--- config.mk ---
export PLATFORM = sky130hd
export DESIGN_NAME = logic_op_arbiter
export DESIGN_NICKNAME = d
export VERILOG_FILES = /design/src/rtl/logic_op_arbiter.sv
export SDC_FILE = /design/constraint.sdc
export NUM_CORES = 1
export LEC_CHECK = 0
export ABC_AREA = 1
export CAP_MARGIN = 30
export CORE_AREA = 10 10 106 108
export CTS_CLUSTER_SIZE = 10
export DETAILED_ROUTE_END_ITERATION = 16
export DIE_AREA = 0 0 116 118
export HOLD_SLACK_MARGIN = 0.06
export SLEW_MARGIN = 30
export SYNTH_ARGS = -nofsm -noshare
export SYNTH_HDL_FRONTEND = slang
export SYNTH_SLANG_ARGS = --single-unit
export TNS_END_PERCENT = 5
--- constraint.sdc ---
create_clock -name clk -period 3.1 [get_ports clk]
set_input_delay 0.465 -clock clk [delete_from_list [all_inputs] [get_ports clk]]
set_output_delay 0.465 -clock clk [all_outputs]
set_load 0.02 [all_outputs]
--- src/rtl/logic_op_arbiter.sv ---
// Round-robin arbiter sharing one bitwise logic unit among NREQ requesters.
// Each accepted request is executed once and answered over a valid/ready response port.
module logic_op_arbiter #(
    parameter int unsigned NREQ  = 4,
    parameter int unsigned WIDTH = 8
) (
    input  logic                         clk,
    input  logic                         rst,
    input  logic [NREQ-1:0]              req_valid,
    output logic [NREQ-1:0]              req_ready,
    input  logic [3*NREQ-1:0]            req_op,
    input  logic [WIDTH*NREQ-1:0]        req_x,
    input  logic [WIDTH*NREQ-1:0]        req_y,
    output logic                         rsp_valid,
    input  logic                         rsp_ready,
    output logic [((NREQ > 1) ? $clog2(NREQ) : 1)-1:0] rsp_id,
    output logic [WIDTH-1:0]             rsp_data,
    output logic                         rsp_err,
    output logic                         busy
);

    localparam int unsigned IDW = (NREQ > 1) ? $clog2(NREQ) : 1;
    localparam logic [IDW:0]   NREQ_W  = (IDW+1)'(NREQ);
    localparam logic [IDW-1:0] LAST_ID = IDW'(NREQ - 1);

    localparam logic [2:0] OP_AND  = 3'd0;
    localparam logic [2:0] OP_OR   = 3'd1;
    localparam logic [2:0] OP_XOR  = 3'd2;
    localparam logic [2:0] OP_NOT  = 3'd3;
    localparam logic [2:0] OP_NAND = 3'd4;
    localparam logic [2:0] OP_NOR  = 3'd5;
    localparam logic [2:0] OP_XNOR = 3'd6;

    typedef enum logic [1:0] {
        IDLE = 2'd0,
        EXEC = 2'd1,
        RESP = 2'd2
    } state_t;

    state_t             state;
    logic [IDW-1:0]     rr_ptr;
    logic [IDW-1:0]     id_q;
    logic [2:0]         op_q;
    logic [WIDTH-1:0]   x_q;
    logic [WIDTH-1:0]   y_q;

    logic               grant_vld;
    logic [IDW-1:0]     grant_id;
    logic [IDW:0]       idx_w;
    logic [2:0]         sel_op;
    logic [WIDTH-1:0]   sel_x;
    logic [WIDTH-1:0]   sel_y;
    logic [WIDTH-1:0]   alu_data;
    logic               alu_err;

    // First valid requester at or after rr_ptr, wrapping around.
    always_comb begin
        grant_vld = 1'b0;
        grant_id  = '0;
        idx_w     = '0;
        for (int unsigned k = 0; k < NREQ; k++) begin
            idx_w = {1'b0, rr_ptr} + (IDW+1)'(k);
            if (idx_w >= NREQ_W) begin
                idx_w = idx_w - NREQ_W;
            end
            if (!grant_vld && req_valid[idx_w[IDW-1:0]]) begin
                grant_vld = 1'b1;
                grant_id  = idx_w[IDW-1:0];
            end
        end
    end

    // Grant is offered only in IDLE and never while reset is held.
    always_comb begin
        req_ready = '0;
        if ((state == IDLE) && !rst && grant_vld) begin
            req_ready[grant_id] = 1'b1;
        end
    end

    // Payload of the granted requester.
    always_comb begin
        sel_op = '0;
        sel_x  = '0;
        sel_y  = '0;
        for (int unsigned i = 0; i < NREQ; i++) begin
            if (grant_id == IDW'(i)) begin
                sel_op = req_op[3*i +: 3];
                sel_x  = req_x[WIDTH*i +: WIDTH];
                sel_y  = req_y[WIDTH*i +: WIDTH];
            end
        end
    end

    // Shared logic unit, fed only from the captured operands.
    always_comb begin
        alu_data = '0;
        alu_err  = 1'b0;
        case (op_q)
            OP_AND:  alu_data = x_q & y_q;
            OP_OR:   alu_data = x_q | y_q;
            OP_XOR:  alu_data = x_q ^ y_q;
            OP_NOT:  alu_data = ~x_q;
            OP_NAND: alu_data = ~(x_q & y_q);
            OP_NOR:  alu_data = ~(x_q | y_q);
            OP_XNOR: alu_data = ~(x_q ^ y_q);
            default: begin
                alu_data = '0;
                alu_err  = 1'b1;
            end
        endcase
    end

    // Control FSM with registered response and busy outputs.
    always_ff @(posedge clk or posedge rst) begin
        if (rst) begin
            state     <= IDLE;
            rr_ptr    <= '0;
            id_q      <= '0;
            op_q      <= '0;
            x_q       <= '0;
            y_q       <= '0;
            rsp_valid <= 1'b0;
            rsp_id    <= '0;
            rsp_data  <= '0;
            rsp_err   <= 1'b0;
            busy      <= 1'b0;
        end else begin
            case (state)
                IDLE: begin
                    if (grant_vld) begin
                        id_q   <= grant_id;
                        op_q   <= sel_op;
                        x_q    <= sel_x;
                        y_q    <= sel_y;
                        rr_ptr <= (grant_id == LAST_ID) ? '0 : grant_id + IDW'(1);
                        state  <= EXEC;
                        busy   <= 1'b1;
                    end
                end
                EXEC: begin
                    rsp_data  <= alu_data;
                    rsp_err   <= alu_err;
                    rsp_id    <= id_q;
                    rsp_valid <= 1'b1;
                    state     <= RESP;
                end
                RESP: begin
                    if (rsp_ready) begin
                        rsp_valid <= 1'b0;
                        state     <= IDLE;
                        busy      <= 1'b0;
                    end
                end
                default: begin
                    rsp_valid <= 1'b0;
                    state     <= IDLE;
                    busy      <= 1'b0;
                end
            endcase
        end
    end

endmodule
==> results.tsv, run 1 <==
stage	metric	value	unit
die	start_util	0.344	
final_layout	n_antenna_cell	0	
routing	via_per_inst	4.78	
synthesis	synthArstFlopShare	1.00	
final_layout	drive_above_1_share	0.151	
final_layout	design_area	4380	µm²
run_status	status	complete, no violations	
sta	hold_ws	0.477	ns
synthesis	synth_ff_type	dfrtp_1	
synthesis	synthMuxAreaShare	0	
clock_network	clkSlewWorstSetupHoldPaths	0.07	ns
routing	finalWirelength	9.21	mm
placement	gp_congestion	0.841	
sta	fin_crit	2.92	ns
pwr	p_leak	2.08	nW
pwr	p_per_area	1300	nW/µm²
synthesis	ys_types	32	
grt	antenna_found_initial	0	
setup_path	crit_type	in -> out	
final_layout	nets	659	
sta	rsz0062_at_grt	false	
setup_path	cp-start-kind	input pin	
die	num_io_pins	100	
setup_path	worstPathMaxFanout	3	
clock_network	cts-htree-levels	2	
setup_path	worstPathArrival	2.46	ns
pwr	vdd_ir_drop_max	0.677	mV
clock_network	clock-sinks	38	
synthesis	synth_seq_cells	38	
clock_network	clock_path_buffers	2	
placement	io_buffers	99	
sta	hold_viol_final	0	
sta	skew	0.00600	ns
clock_network	ctsHoldBuffers	0	
grt	grt_pass1_vias	3304	
synthesis	post_synth_inst_count	448	
synthesis	netlist_area	3130	µm²
routing	antenna_left	0	
setup_path	critPathMaxStageDelay	0.49	ns
placement	hpwl	7.51	mm
placement	placed_area	4300	µm²
sta	tightest_slew	0.642	ns
final_layout	n_fill_cell	934	
synthesis	synth_simple_gate_area_share	0.284	
synthesis	yosysSeqAreaShare	0.304	
die	rows	35	
setup_path	cp.required	2.63	ns
synthesis	synthXorXnorAreaFrac	0	
clock_network	cts_tree	built	
synthesis	synth_top_area_cell	dfrtp_1	
worst_hold_path	hp-class	reg -> reg	
clock_network	numCtsBuffers	5	
grt	grt-ovfl-total	0	
routing	wl_per_cell	13.8	µm
synthesis	synth_edf_count	0	
routing	vias	3191	
final_layout	syn_to_final_growth	39.9	%
die	coreArea	9110	µm²
routing	drc	0	
die	fp.dieH	118	µm
clock_network	cts_root_buffer	clkbuf_8	
die	die_area	13700	µm²
synthesis	synth_top_area_frac	0.304	
sta	max_freq	0.342	GHz
grt	grtUsageTotal	0.134	
synthesis	synthesis.yosys.warnings	0	
setup_path	slowest_stage	clkdlybuf4s50_1	
final_layout	final-seq-area	952	µm²
job	drv_cap	0	
synthesis	synth-compound-area-share	0.222	
final_layout	multi_input_area	1840	µm²
sta	slew_violations	0	
routing	dr.pass1.iters	4	
synthesis	synth_fa_ha_area_frac	0.0799	
sta	setup_violations	0	
synthesis	synth_top_family_by_area	simple AND/OR/NAND/NOR gates	
synthesis	syn_avg_cell_area	6.99	µm²
setup_path	setup.worst_path.end_class	output port	
setup_path	cp_cell_sequence	clkdlybuf4s50_1 > inv_1 > nand2_1 > nand3_1 > nand2_1 > nand3_1 > nand3_1 > nand3_1 > inv_1 > ha_1 > inv_1 > nor2_1 > clkdlybuf4s15_1	
routing	drt_iter0_drc	179	
grt	grt_pass1_wl	15.3	mm
grt	grt_max_degree	45	
clock_network	clkLatencyLatePin	0.29	ns
setup_path	cpMostUsedCell	nand3_1	
synthesis	syn-num-nets	551	
die	die_w	116	µm
sta	post-route-period-util	0.943	
sta	slew_headroom	0.572	
synthesis	synthTopCellsByArea	dfrtp_1 30%, nand2_1 15%, ha_1 8.0%, o21ai_0 7.2%, inv_1 7.1%	
-- repair_timing --
item / 4_1_cts / 5_1_grt
gates resized for setup: 5 / 6
endpoints found under the setup margin: 4 / 4
setup buffers: 0 / 0
-- synth_stat cells, types with 4 or more instances --
cell type and count:
nor2_1 18, dfrtp_1 38, o21ai_2 21, nand3_1 17, o21ai_0 45, a22oi_1 4, inv_1 59, o22ai_1 9
nand2_2 24, a21oi_1 28, buf_6 5, clkbuf_1 10, nand2_1 122, ha_1 20
-- per-stage QoR --
| step | setup TNS [ns] | setup slack [ns] | instances | util | total power, W |
|---|---|---|---|---|---|
| 3_3_place_gp | -0.191 | -0.0713 | 660 | 0.472 | 0.00529 |
| 5_1_grt | 0 | 0.00209 | 668 | 0.481 | 0.00637 |
| 3_5_place_dp | -0.828 | -0.149 | 660 | 0.472 | 0.00537 |
| 2_1_floorplan | 0 | 0.609 | 448 | - | 0.00413 |
| 6_report | 0 | 0.175 | 668 | 0.481 | 0.00569 |
| 4_1_cts | 0 | 0.133 | 668 | 0.482 | 0.00575 |
-- worst paths after layout --
| check | start | endpoint | slack [ns] | cells past startpoint |
|---|---|---|---|---|
| max reg2reg | rr_ptr[0] | y_q[7] | 0.37 | 20 |
| min in group asynchronous | rst | rsp_err | 0.65 | 3 |
| min reg2reg | rsp_data[4] | rsp_data[4] | 0.48 | 2 |
| max | req_valid[3] | req_ready[1] | 0.18 | 13 |
| max in group asynchronous | rst | rr_ptr[0] | 2.08 | 3 |
| min | rsp_data[4] | rsp_data[4] | 0.48 | 2 |
-- per-layer routing --
metal / global-route usage / share of wire / up-vias
li1: - / - / 1663
met1: 0.160 / 0.45 / 1415
met5: 0 / 0 / -
met3: 0.0535 / 0.097 / 6
met4: 0.0305 / 0.0094 / 0
met2: 0.218 / 0.44 / 107
-- kinds of logic (layout without fill, tap and decap cells) --
| family | count (synthesis) | in the layout |
|---|---|---|
| buffers and inverters | 79 | 188 |
| AO/OA/AOI/OAI | 115 | 115 |
| adder cells (fa/ha/maj) | 20 | 20 |
| flip-flops | 38 | 38 |
| AND/OR/NAND/NOR | 196 | 196 |
-- layout make-up --
class	instances	share of cell area
Multi-Input combinational cell	331	0.419
Timing Repair Buffer	118	0.256
Tap cell	111	0.0317
Sequential cell	38	0.217
Inverter	62	0.0554
Clock buffer	7	0.0197
Clock inverter	1	0.00114
-- flip-flops by register name, indices dropped and copies added (netlist names) --
register	flops
y_q	8
busy	1
rsp_valid	1
x_q	8
rsp_err	1
rsp_id	2
state	2
rr_ptr	2
op_q	3
rsp_data	8
id_q	2
-- power by group --
group	leakage [nW]	internal, W	switching, W	total [W]
logic	1.56	0.00173	0.00269	0.00442
registers	0.476	0.000746	0.000169	0.000915
clock network	0.0482	0.000180	0.000172	0.000352
-- critical path: cells and delay by family --
| family | cells | cell delay, ns |
|---|---|---|
| adder cells (fa/ha/maj) | 1 | 0.21 |
| AND/OR/NAND/NOR | 7 | 0.76 |
| buffers and inverters | 5 | 1.03 |
-- layout by cell type (no fill, tap or decap), types with 3 or more instances in the layout --
cell and count:
nand2_1 122, clkdlybuf4s50_1 95, inv_1 59, o21ai_0 44
dfrtp_1 37, a21oi_1 28, nand2_2 24, o21ai_2 21
ha_1 20, buf_4 19, nor2_1 18, nand3_1 17
o22ai_1 9, clkbuf_8 6, a22oi_1 4, nand4_1 3
nand2_4 3, o21ai_1 3
Note: power is estimated with default switching activity, not from simulation.
==> run 2: changes to the inputs <==
==> constraint.sdc (replaced) <==
create_clock -name clk -period 3.6 [get_ports clk]
set_input_delay 0.54 -clock clk [delete_from_list [all_inputs] [get_ports clk]]
set_output_delay 0.54 -clock clk [all_outputs]
set_load 0.02 [all_outputs]
==> run 2 against run 1 <==
- setup slack better by 0.026 ns
- global-route usage shrank 0.099 points
- register-to-register slack better by 0.35 ns
- total power shrank 16%
- final cell count is 1.6% lower
- critical path depth grew 1
- clock power hardly changed
- utilization shrank 0.58 points
- via count down 3.0%
- sequential power fell by 14%
- die area did not move
- first-iteration DRC count rose by 13%
- critical path type unchanged
==> results.tsv, run 2 (synthesized netlist as in run 1, its figures left out) <==
stage	metric	value	unit
run_status	status	complete, no violations	
worst_hold_path	whs_endpoint	rsp_id[1]	
final_layout	syn_to_final_growth	38.2	%
setup_path	r2r_start	rr_ptr[0]	
setup_path	r2r-end	x_q[4]	
placement	dp.cells	649	
final_layout	final_common_cell	nand2_1	
worst_hold_path	hold_start	rsp_id[1]	
sta	skew	0.00897	ns
setup_path	worstPathMaxFanout	4	
die	rows	35	
setup_path	critPathMaxStageDelay	0.63	ns
routing	wl_per_cell	13.5	µm
clock_network	clock_path_buffers	2	
routing	vias	3095	
placement	gp_congestion	0.845	
setup_path	cp.required	3.06	ns
sta	rsz0062_at_grt	false	
setup_path	cp_cell_sequence	clkdlybuf4s50_1 > inv_1 > nand2_1 > nand3_1 > nand2_1 > nor2_4 > nand3_1 > nand3_1 > nand2_1 > inv_1 > ha_1 > inv_1 > nor2_1 > clkdlybuf4s50_1	
grt	grt_max_degree	45	
routing	dr.pass1.iters	4	
clock_network	cts_root_buffer	clkbuf_8	
setup_path	crit_type	in -> out	
pwr	p_per_area	1100	nW/µm²
grt	grt-ovfl-total	0	
clock_network	numCtsBuffers	5	
clock_network	clkSlewWorstSetupHoldPaths	0.08	ns
setup_path	reg2reg_slack	0.72	ns
grt	grtUsageTotal	0.133	
final_layout	nets	648	
grt	grt_pass1_vias	3204	
routing	drc	0	
routing	drt_iter0_drc	202	
routing	finalWirelength	8.90	mm
setup_path	critical-path-top-delay-family	buffers and inverters	
clock_network	clkLatencyLatePin	0.29	ns
placement	io_buffers	99	
sta	setup_violations	0	
die	start_util	0.344	
clock_network	clock-sinks	38	
final_layout	n_fill_cell	940	
sta	fin_crit	3.40	ns
grt	grt_pass1_wl	15.2	mm
routing	antenna_left	0	
die	die_area	13700	µm²
sta	tightest_slew	0.628	ns
job	drv_cap	0	
setup_path	cp-start-kind	input pin	
sta	post-route-period-util	0.944	
sta	slew_headroom	0.580	
clock_network	cts-htree-levels	2	
sta	slew_violations	0	
sta	hold_viol_final	0	
final_layout	largestRegisters	rsp_data: 8 flops, x_q: 8 flops, y_q: 8 flops	
final_layout	drive_above_1_share	0.130	
setup_path	path_buf_inv	5	
routing	via_per_inst	4.71	
setup_path	setup.worst_path.end_class	output port	
pwr	vdd_ir_drop_max	0.549	mV
die	fp.dieH	118	µm
final_layout	design_area	4330	µm²
sta	tns	0	ns
worst_hold_path	min_path_cells	2	
setup_path	rr_worst_depth	16	
final_layout	final_cell_mix	122 x nand2_1, 98 x clkdlybuf4s50_1, 59 x inv_1, 45 x o21ai_0, 38 x dfrtp_1	
setup_path	worstPathArrival	2.86	ns
placement	hpwl	7.37	mm
final_layout	n_antenna_cell	0	
clock_network	ctsHoldBuffers	0	
die	num_io_pins	100	
placement	placed_area	4220	µm²
clock_network	cts_tree	built	
final_layout	final_core_util	0.475	
grt	antenna_found_initial	0	
sta	max_freq	0.294	GHz
die	die_w	116	µm
pwr	p_leak	2.05	nW
setup_path	slowest_stage	clkdlybuf4s50_1	
die	coreArea	9110	µm²
worst_hold_path	hp-class	reg -> reg	
final_layout	stdcell_count	657	
run 2: cell count changes in the layout (fill, tap and decap cells not counted):
cell	before	now
clkinv_2	1	2
bufinv_16	0	1
dlymetal6s2s_1	0	1
dfrtp_1	37	38
clkbuf_1	1	0
clkbuf_8	6	5
clkdlybuf4s15_1	1	0
clkdlybuf4s50_1	95	98
dlygate4sd2_1	1	0
dfrtp_2	1	0
buf_4	19	8
o21ai_1	3	2
o21ai_0	44	45
clkbuf_2	2	0
run 2: final cells by class:
class / count / area (µm²) / area share
multi-input cells: 331 / 1840 / 0.424
repair buffers: 107 / 1050 / 0.243
clock buffers: 5 / 68.8 / 0.0159
flip-flops and latches: 38 / 951 / 0.220
inverters: 62 / 243 / 0.0561
clock inverters: 3 / 40.0 / 0.00925
well taps: 111 / 139 / 0.0321
run 2: stage by stage:
step / setup slack (ns) / power [W] / hold WS [ns]
after floorplan: 1.00 / 0.00355 / 0.449
after global placement: 0.265 / 0.00439 / 0.462
after detailed placement: 0.198 / 0.00447 / 0.466
after CTS: 0.179 / 0.00484 / 0.487
after global routing: 0.00377 / 0.00539 / 0.512
final: 0.202 / 0.00478 / 0.476
run 2: how the worst max path moves through the flow:
stage / start / to / slack [ns] / cells after the start
after floorplan: req_valid[0] / req_ready[3] / 1.00 / 13
after global placement: req_valid[3] / req_ready[2] / 0.27 / 14
after detailed placement: req_valid[1] / req_ready[2] / 0.20 / 14
after CTS: req_valid[1] / req_ready[2] / 0.18 / 14
after global routing: req_valid[0] / req_ready[3] / 0.004 / 14
final: req_valid[1] / req_ready[3] / 0.20 / 14
run 2: what timing repair did:
action / CTS / global route
setup buffers: 0 / 0
endpoints found under the setup margin: 0 / 1
hold endpoints to repair: 0 / 0
resized for setup: 0 / 1
run 2: worst min-delay path, delay by kind of cell, from the launching register on:
kind / cells / cell delay (ns)
AND/OR/NAND/NOR: 2 / 0.09
flip-flops: 1 / 0.35
run 2: layer usage:
metal | up-vias | GRT usage | part of all wire | routed length, µm
met4 | 0 | 0.0313 | 0.0083 | 74
met2 | 101 | 0.209 | 0.44 | 3890
met1 | 1337 | 0.166 | 0.46 | 4100
li1 | 1652 | - | - | -
met5 | - | 0 | 0 | 0
met3 | 5 | 0.0489 | 0.093 | 831
run 2: power breakdown:
| group | leakage [nW] | internal (W) | switching, W | total (W) |
|---|---|---|---|---|
| clock | 0.0579 | 0.000204 | 0.000148 | 0.000352 |
| combinational | 1.52 | 0.00137 | 0.00228 | 0.00364 |
| sequential | 0.478 | 0.000641 | 0.000145 | 0.000786 |
| total | 2.05 | 0.00221 | 0.00257 | 0.00478 |
